<file path="src/rtl/dmem_arbiter_if.sv">
// Bus bundle between the MEM stage, the DMA/debug requester, the data memory and dmem_arbiter.
// The arbiter takes the slave view; the surrounding pipeline, DMA engine and DataMem take the master view.
interface dmem_arbiter_if;
  logic       cpu_req;
  logic       cpu_we;
  logic [7:0] cpu_addr;
  logic [7:0] cpu_wdata;
  logic [7:0] cpu_rdata;
  logic       cpu_stall;

  logic       dma_valid;
  logic       dma_we;
  logic [7:0] dma_addr;
  logic [7:0] dma_wdata;
  logic       dma_ready;
  logic       dma_rvalid;
  logic [7:0] dma_rdata;
  logic       dma_rready;

  logic       mem_we;
  logic [7:0] mem_addr;
  logic [7:0] mem_wdata;
  logic [7:0] mem_rdata;

  modport slave (
    input  cpu_req, cpu_we, cpu_addr, cpu_wdata,
    output cpu_rdata, cpu_stall,
    input  dma_valid, dma_we, dma_addr, dma_wdata, dma_rready,
    output dma_ready, dma_rvalid, dma_rdata,
    output mem_we, mem_addr, mem_wdata,
    input  mem_rdata
  );

  modport master (
    output cpu_req, cpu_we, cpu_addr, cpu_wdata,
    input  cpu_rdata, cpu_stall,
    output dma_valid, dma_we, dma_addr, dma_wdata, dma_rready,
    input  dma_ready, dma_rvalid, dma_rdata,
    input  mem_we, mem_addr, mem_wdata,
    output mem_rdata
  );
endinterface

</file>
<file path="src/rtl/dmem_arbiter.sv">
// Data-memory arbiter: CPU MEM stage has priority, DMA gets a forced slot after MAX_WAIT denied cycles.
// Optional macro DMEM_ARB_STATS_EN adds a saturating 16-bit stall_count output.
module dmem_arbiter #(
  parameter int MAX_WAIT = 4,
  parameter int CNT_W    = 4
) (
  input  logic clk,
  input  logic reset,
  dmem_arbiter_if.slave bus
`ifdef DMEM_ARB_STATS_EN
  ,
  output logic [15:0] stall_count
`endif
);

  typedef enum logic {
    D_IDLE = 1'b0,
    D_RESP = 1'b1
  } dma_state_t;

  localparam logic [CNT_W-1:0] WAIT_LIMIT = CNT_W'(MAX_WAIT);

  dma_state_t       state_reg;
  logic [CNT_W-1:0] wait_cnt_reg;
  logic             dma_rvalid_reg;
  logic [7:0]       dma_rdata_reg;

  logic       dma_idle;
  logic       wait_expired;
  logic       dma_grant;
  logic       mem_we_sel;
  logic [7:0] mem_addr_sel;
  logic [7:0] mem_wdata_sel;

  assign dma_idle     = (state_reg == D_IDLE);
  assign wait_expired = (wait_cnt_reg == WAIT_LIMIT);
  assign dma_grant    = bus.dma_valid & dma_idle & (~bus.cpu_req | wait_expired);

  assign bus.dma_ready  = dma_grant;
  assign bus.cpu_stall  = bus.cpu_req & dma_grant;
  assign bus.cpu_rdata  = bus.mem_rdata;
  assign bus.dma_rvalid = dma_rvalid_reg;
  assign bus.dma_rdata  = dma_rdata_reg;

  // With no requester the CPU address still drives the memory so reads stay zero-latency.
  always_comb begin
    mem_we_sel    = bus.cpu_req & bus.cpu_we;
    mem_addr_sel  = bus.cpu_addr;
    mem_wdata_sel = bus.cpu_wdata;
    if (dma_grant) begin
      mem_we_sel    = bus.dma_we;
      mem_addr_sel  = bus.dma_addr;
      mem_wdata_sel = bus.dma_wdata;
    end
  end

  assign bus.mem_we    = mem_we_sel & ~reset;
  assign bus.mem_addr  = mem_addr_sel;
  assign bus.mem_wdata = mem_wdata_sel;

  always_ff @(posedge clk or posedge reset) begin
    if (reset) begin
      state_reg      <= D_IDLE;
      wait_cnt_reg   <= '0;
      dma_rvalid_reg <= 1'b0;
      dma_rdata_reg  <= 8'h00;
    end else begin
      // Starvation counter only ages while the DMA is actually waiting for a slot.
      if (dma_grant || !bus.dma_valid) begin
        wait_cnt_reg <= '0;
      end else if (dma_idle && !wait_expired) begin
        wait_cnt_reg <= wait_cnt_reg + 1'b1;
      end

      case (state_reg)
        D_IDLE: begin
          if (dma_grant && !bus.dma_we) begin
            dma_rdata_reg  <= bus.mem_rdata;
            dma_rvalid_reg <= 1'b1;
            state_reg      <= D_RESP;
          end
        end
        D_RESP: begin
          if (bus.dma_rready) begin
            dma_rvalid_reg <= 1'b0;
            state_reg      <= D_IDLE;
          end
        end
        default: begin
          state_reg      <= D_IDLE;
          dma_rvalid_reg <= 1'b0;
        end
      endcase
    end
  end

`ifdef DMEM_ARB_STATS_EN
  logic [15:0] stall_count_reg;

  always_ff @(posedge clk or posedge reset) begin
    if (reset) begin
      stall_count_reg <= 16'h0000;
    end else if (bus.cpu_stall && (stall_count_reg != 16'hFFFF)) begin
      stall_count_reg <= stall_count_reg + 16'h0001;
    end
  end

  assign stall_count = stall_count_reg;
`endif

endmodule

</file>
<file path="src/flat_wrapper.sv">
// flat-port wrapper written by rule: the top's interface ports become plain ports
module dmem_arbiter_flat 
#(
  parameter int MAX_WAIT = 4,
  parameter int CNT_W    = 4
)
  (clk, reset, bus_cpu_req, bus_cpu_we, bus_cpu_addr, bus_cpu_wdata, bus_cpu_rdata, bus_cpu_stall, bus_dma_valid, bus_dma_we, bus_dma_addr, bus_dma_wdata, bus_dma_rready, bus_dma_ready, bus_dma_rvalid, bus_dma_rdata, bus_mem_we, bus_mem_addr, bus_mem_wdata, bus_mem_rdata);
  dmem_arbiter_if bus_i ();
  input  logic clk;
  input  logic reset;
  input wire logic [$bits(bus_i.cpu_req)-1:0] bus_cpu_req;
  input wire logic [$bits(bus_i.cpu_we)-1:0] bus_cpu_we;
  input wire logic [$bits(bus_i.cpu_addr)-1:0] bus_cpu_addr;
  input wire logic [$bits(bus_i.cpu_wdata)-1:0] bus_cpu_wdata;
  output wire logic [$bits(bus_i.cpu_rdata)-1:0] bus_cpu_rdata;
  output wire logic [$bits(bus_i.cpu_stall)-1:0] bus_cpu_stall;
  input wire logic [$bits(bus_i.dma_valid)-1:0] bus_dma_valid;
  input wire logic [$bits(bus_i.dma_we)-1:0] bus_dma_we;
  input wire logic [$bits(bus_i.dma_addr)-1:0] bus_dma_addr;
  input wire logic [$bits(bus_i.dma_wdata)-1:0] bus_dma_wdata;
  input wire logic [$bits(bus_i.dma_rready)-1:0] bus_dma_rready;
  output wire logic [$bits(bus_i.dma_ready)-1:0] bus_dma_ready;
  output wire logic [$bits(bus_i.dma_rvalid)-1:0] bus_dma_rvalid;
  output wire logic [$bits(bus_i.dma_rdata)-1:0] bus_dma_rdata;
  output wire logic [$bits(bus_i.mem_we)-1:0] bus_mem_we;
  output wire logic [$bits(bus_i.mem_addr)-1:0] bus_mem_addr;
  output wire logic [$bits(bus_i.mem_wdata)-1:0] bus_mem_wdata;
  input wire logic [$bits(bus_i.mem_rdata)-1:0] bus_mem_rdata;
  assign bus_i.cpu_req = bus_cpu_req;
  assign bus_i.cpu_we = bus_cpu_we;
  assign bus_i.cpu_addr = bus_cpu_addr;
  assign bus_i.cpu_wdata = bus_cpu_wdata;
  assign bus_cpu_rdata = bus_i.cpu_rdata;
  assign bus_cpu_stall = bus_i.cpu_stall;
  assign bus_i.dma_valid = bus_dma_valid;
  assign bus_i.dma_we = bus_dma_we;
  assign bus_i.dma_addr = bus_dma_addr;
  assign bus_i.dma_wdata = bus_dma_wdata;
  assign bus_i.dma_rready = bus_dma_rready;
  assign bus_dma_ready = bus_i.dma_ready;
  assign bus_dma_rvalid = bus_i.dma_rvalid;
  assign bus_dma_rdata = bus_i.dma_rdata;
  assign bus_mem_we = bus_i.mem_we;
  assign bus_mem_addr = bus_i.mem_addr;
  assign bus_mem_wdata = bus_i.mem_wdata;
  assign bus_i.mem_rdata = bus_mem_rdata;
  dmem_arbiter #(.MAX_WAIT(MAX_WAIT), .CNT_W(CNT_W)) u_core (.clk(clk), .reset(reset), .bus(bus_i));
endmodule
</file>
<file path="config.mk">
export PLATFORM = sky130hd
export DESIGN_NAME = dmem_arbiter_flat
export DESIGN_NICKNAME = d
export VERILOG_FILES = /design/src/rtl/dmem_arbiter_if.sv /design/src/rtl/dmem_arbiter.sv /design/src/flat_wrapper.sv
export SDC_FILE = /design/constraint.sdc
export NUM_CORES = 1
export LEC_CHECK = 0
export CAP_MARGIN = 20
export CORE_MARGIN = 2
export CORE_UTILIZATION = 34
export DETAILED_ROUTE_END_ITERATION = 10
export GPL_ROUTABILITY_DRIVEN = 0
export PLACE_DENSITY_LB_ADDON = 0.05
export SETUP_SLACK_MARGIN = 0.1
export SKIP_CTS_REPAIR_TIMING = 1
export SLEW_MARGIN = 20
export SYNTH_ARGS = -nofsm -noshare
export SYNTH_HDL_FRONTEND = slang
export SYNTH_SLANG_ARGS = --single-unit
export TNS_END_PERCENT = 30
</file>
<file path="constraint.sdc">
create_clock -name clk -period 6.7 [get_ports clk]
set_input_delay 2.01 -clock clk [delete_from_list [all_inputs] [get_ports clk]]
set_output_delay 2.01 -clock clk [all_outputs]
set_load 0.02 [all_outputs]
</file>
==> impl_summary.txt <==
----------------------------------------------------
[Placement]
  Number of port buffers ... 82
  Post-detailed-placement cell area ... 0.001742 sq mm
  Pre-CTS setup slack ... 0.6290 ns
  DP Wirelength ... 2276 um

[Final layout]
  Largest register FFs ... 8
  Fraction of final layout cells with drive strength greater than 1 ... 0.2236
  Final cell utilization of the core ... 0.6560
  Final nets ... 211
  Final-layout fill cell count ... 242
  Area of all placed cells without fillers ... 0.001778 sq mm
  Area taken by flip-flops and latches ... 350.3 sq um
  Ant. Diodes ... 0
  Layout-stage area growth over the synthesis result ... 86.24%
  Combined area of the multi-input logic cells ... 498.0 sq um

[Timing]
  Min Clock Period, post-route ... 6.057 ns
  Setup TNS Final ... 0 ns
  Worst slew pin tran ... 0.5414 ns
  # setup viols final ... 0
  RSZ-0062 raised after global routing ... false
  Tcrit/Tclk final ... 0.9041
  Slew Limit Headroom ... 0.6379
  Minimum setup slack in the final design ... 0.6428 ns
  Peak Freq ... 0.1651 GHz
  Worst-case clock skew ... 0.006948 ns
  Max Transition Viols Final ... 0
  Final Hold Slack ... 0.5073 ns
  Hold Fails Final Rpt ... 0

[Worst setup path]
  Crit path cell chain ... clkdlybuf4s50_1 -> nand2b_1 -> a21oi_2 -> buf_4 -> mux2_2 -> clkdlybuf4s50_1
  Delay-heaviest family, CP ... buffers and inverters
  Worst EP required ... 4.69 ns
  Arr. time, crit path ... 4.05 ns
  Largest fanout of any net on the critical path ... 17
  Worst setup path class ... in2out
  CP max stage cell ... sky130_fd_sc_hd__clkdlybuf4s50_1
  Peak per-stage delay on the critical path ... 0.55 ns
  Most prevalent standard cell on the critical path ... sky130_fd_sc_hd__clkdlybuf4s50_1
  Category of the worst setup path capture point ... output pin
  Startpoint types ... input pin
  Buffer and inverter count on the worst path ... 3

[CTS]
  # H-tree levels ... 1
  Deepest clock path buffer count ... 2
  Root buffer selected by CTS ... sky130_fd_sc_hd__clkbuf_4
  Clock transition at path regs ... 0.08 ns
  CTS tree ... built
  Clock network latency to the later pin of the worst-skew pair ... 0.27 ns
  Number of buffers inserted during clock tree synthesis ... 3
  Sinks on the clock net ... 14

[Die]
  Die W ... 56.99 um
  Core Region ... 0.002710 sq mm
  Effective utilization at floorplan ... 0.3523
  Area of the die ... 0.003248 sq mm
  Die Height ... 56.99 um
  Num ports ... 83
  # rows ... 19

[Yosys]
  Leading area contributor after synthesis ... sky130_fd_sc_hd__dfrtp_1
  Cell types with the largest area share after synthesis ... sky130_fd_sc_hd__dfrtp_1 37%, sky130_fd_sc_hd__mux2_2 28%, sky130_fd_sc_hd__buf_4 6.3%
  Leading post-synthesis cells by instance count ... 24 x sky130_fd_sc_hd__mux2_2, 14 x sky130_fd_sc_hd__dfrtp_1, 8 x sky130_fd_sc_hd__buf_4
  Number of different library cells in the post-synthesis netlist ... 30
  Post-Syn Instances ... 85
  Area fraction of the dominant cell type after synthesis ... 0.3670
  Register area share after synthesis ... 0.3670
  Summed instance area of the synthesized netlist ... 954.7 sq um
  Fraction of synthesis flops using an asynchronous set or reset pin ... 1.000
  Number of enable-type register cells in the synthesized netlist ... 0
  Synthesized net count ... 134
  Mean cell area of the mapped netlist ... 11.23 sq um
  Post-synthesis sequential element count ... 14
  Top-count cell post-synth ... sky130_fd_sc_hd__mux2_2
  Syn. warnings ... 0
  Leading register cell type out of synthesis ... sky130_fd_sc_hd__dfrtp_1

[Pwr]
  Power density over cell area ... 174.3 mW/mm^2
  Maximum vdd drop ... 0.0001793 V
  P_sw ... 94.69 uW
  Logic pwr share ... 0.462
  Static Leakage ... 0.7153 nW
  Internal power ... 215.2 uW
  Share of total power consumed by net switching ... 0.3055
  Flop pwr share ... 0.345
  Clock network fraction of total power ... 0.193

[GRT]
  Busiest layer in global routing ... met2
  Number of global-route vias before repair ... 938
  GR Layer Usage met2 ... 0.3317
  Met3 Track Usage GR ... 0.04989
  Antenna violations before repair ... 0
  Global-route wire length before repair ... 4505 um
  Grt ovf ... 0
  Routing usage on met1 ... 0.2055
  Maximum number of pins on one net before global-route repair ... 18
  Combined global-route utilization of all metal layers ... 0.1754

[Route]
  Remaining design rule violation count ... 0
  Final routed wirelength across all metal layers ... 2739 um
  Via/cell ratio ... 4.760
  Vias ... 914
  Post-DR wirelength/cell ... 14.27 um
  ANT nets after route ... 0
  Pre-antenna DRT Iters ... 4
  Number of DRC markers after the initial detailed-route iteration ... 26

[Min path]
  Worst hold path class ... reg2reg

[Flow run]
  Max-cap violation count ... 0

[Run status]
  Outcome ... finished, final reports clean

----------------------------------------------------
## layout by cell type, fill, tap and decap left out, types with 2 or more instances in the layout
cell type	instances
sky130_fd_sc_hd__ha_1	2
sky130_fd_sc_hd__inv_1	7
sky130_fd_sc_hd__nand3_1	2
sky130_fd_sc_hd__a21oi_1	3
sky130_fd_sc_hd__mux2_2	24
sky130_fd_sc_hd__clkbuf_4	3
sky130_fd_sc_hd__nand2_1	3
sky130_fd_sc_hd__dfrtp_1	14
sky130_fd_sc_hd__clkdlybuf4s50_1	82
## power groups by stage
stage	registers, mW	clock network [mW]	logic (mW)
floorplan	0.123	0	0.0530
global route	0.109	0.0658	0.152
detailed placement	0.109	0	0.144
finish	0.107	0.0598	0.143
CTS	0.107	0.0625	0.145
global placement	0.108	0	0.142
## area by class of cell
class	instances	share of cell area
multi-input combinational	53	0.2801
inverter	7	0.01478
tap	31	0.02182
clock buffer	4	0.02041
sequential	14	0.1970
timing repair buffer	83	0.4659
## layer usage
layer,wire [um],share of wire
met5,0,0
met4,9,0.0033
met3,120,0.044
met2,1572,0.57
met1,1037,0.38
## kinds of logic (layout without fill, tap and decap cells)
logic type      Yosys count  count (layout)  share of synthesized area
compound gates           12              12                     0.1022
fa+ha+maj                 2               2                    0.02621
buf+inv                  18              94                     0.1114
flops                    14              14                     0.3670
mux                      24              24                     0.2831
simple gates             15              15                     0.1101
## through the flow
| step | power (mW) | std cells |
|---|---|---|
| 2_1_floorplan | 0.1760 | 85 |
| 3_3_place_gp | 0.2502 | 188 |
| 3_5_place_dp | 0.2533 | 188 |
| 4_1_cts | 0.3149 | 192 |
| 5_1_grt | 0.3270 | 192 |
| 6_report | 0.3099 | 192 |
## final timing paths
kind | cells past startpoint | from | slack [ns] | end
worst max-delay path | 6 | bus_dma_valid | 0.64 | bus_mem_addr[3]
min in group asynchronous | 2 | reset | 2.10 | u_core.bus.dma_rvalid
worst min-delay path | 1 | u_core.bus.dma_rdata[4] | 0.51 | u_core.bus.dma_rdata[4]
worst max register to register | 5 | u_core.wait_cnt_reg[0] | 4.80 | u_core.bus.dma_rdata[5]
max in group asynchronous | 2 | reset | 4.24 | u_core.bus.dma_rdata[3]
worst min register to register | 1 | u_core.bus.dma_rdata[4] | 0.51 | u_core.bus.dma_rdata[4]
## worst reg2reg max path: cells and delay by family (launching register included)
family	cells	cell delay, ns
flip-flops	1	0.43
AO/OA/AOI/OAI	1	0.55
buffers and inverters	1	0.07
adder cells (fa/ha/maj)	1	0.19
multiplexers	1	0.40
AND/OR/NAND/NOR	1	0.15
(Power assumes the default switching activity.)
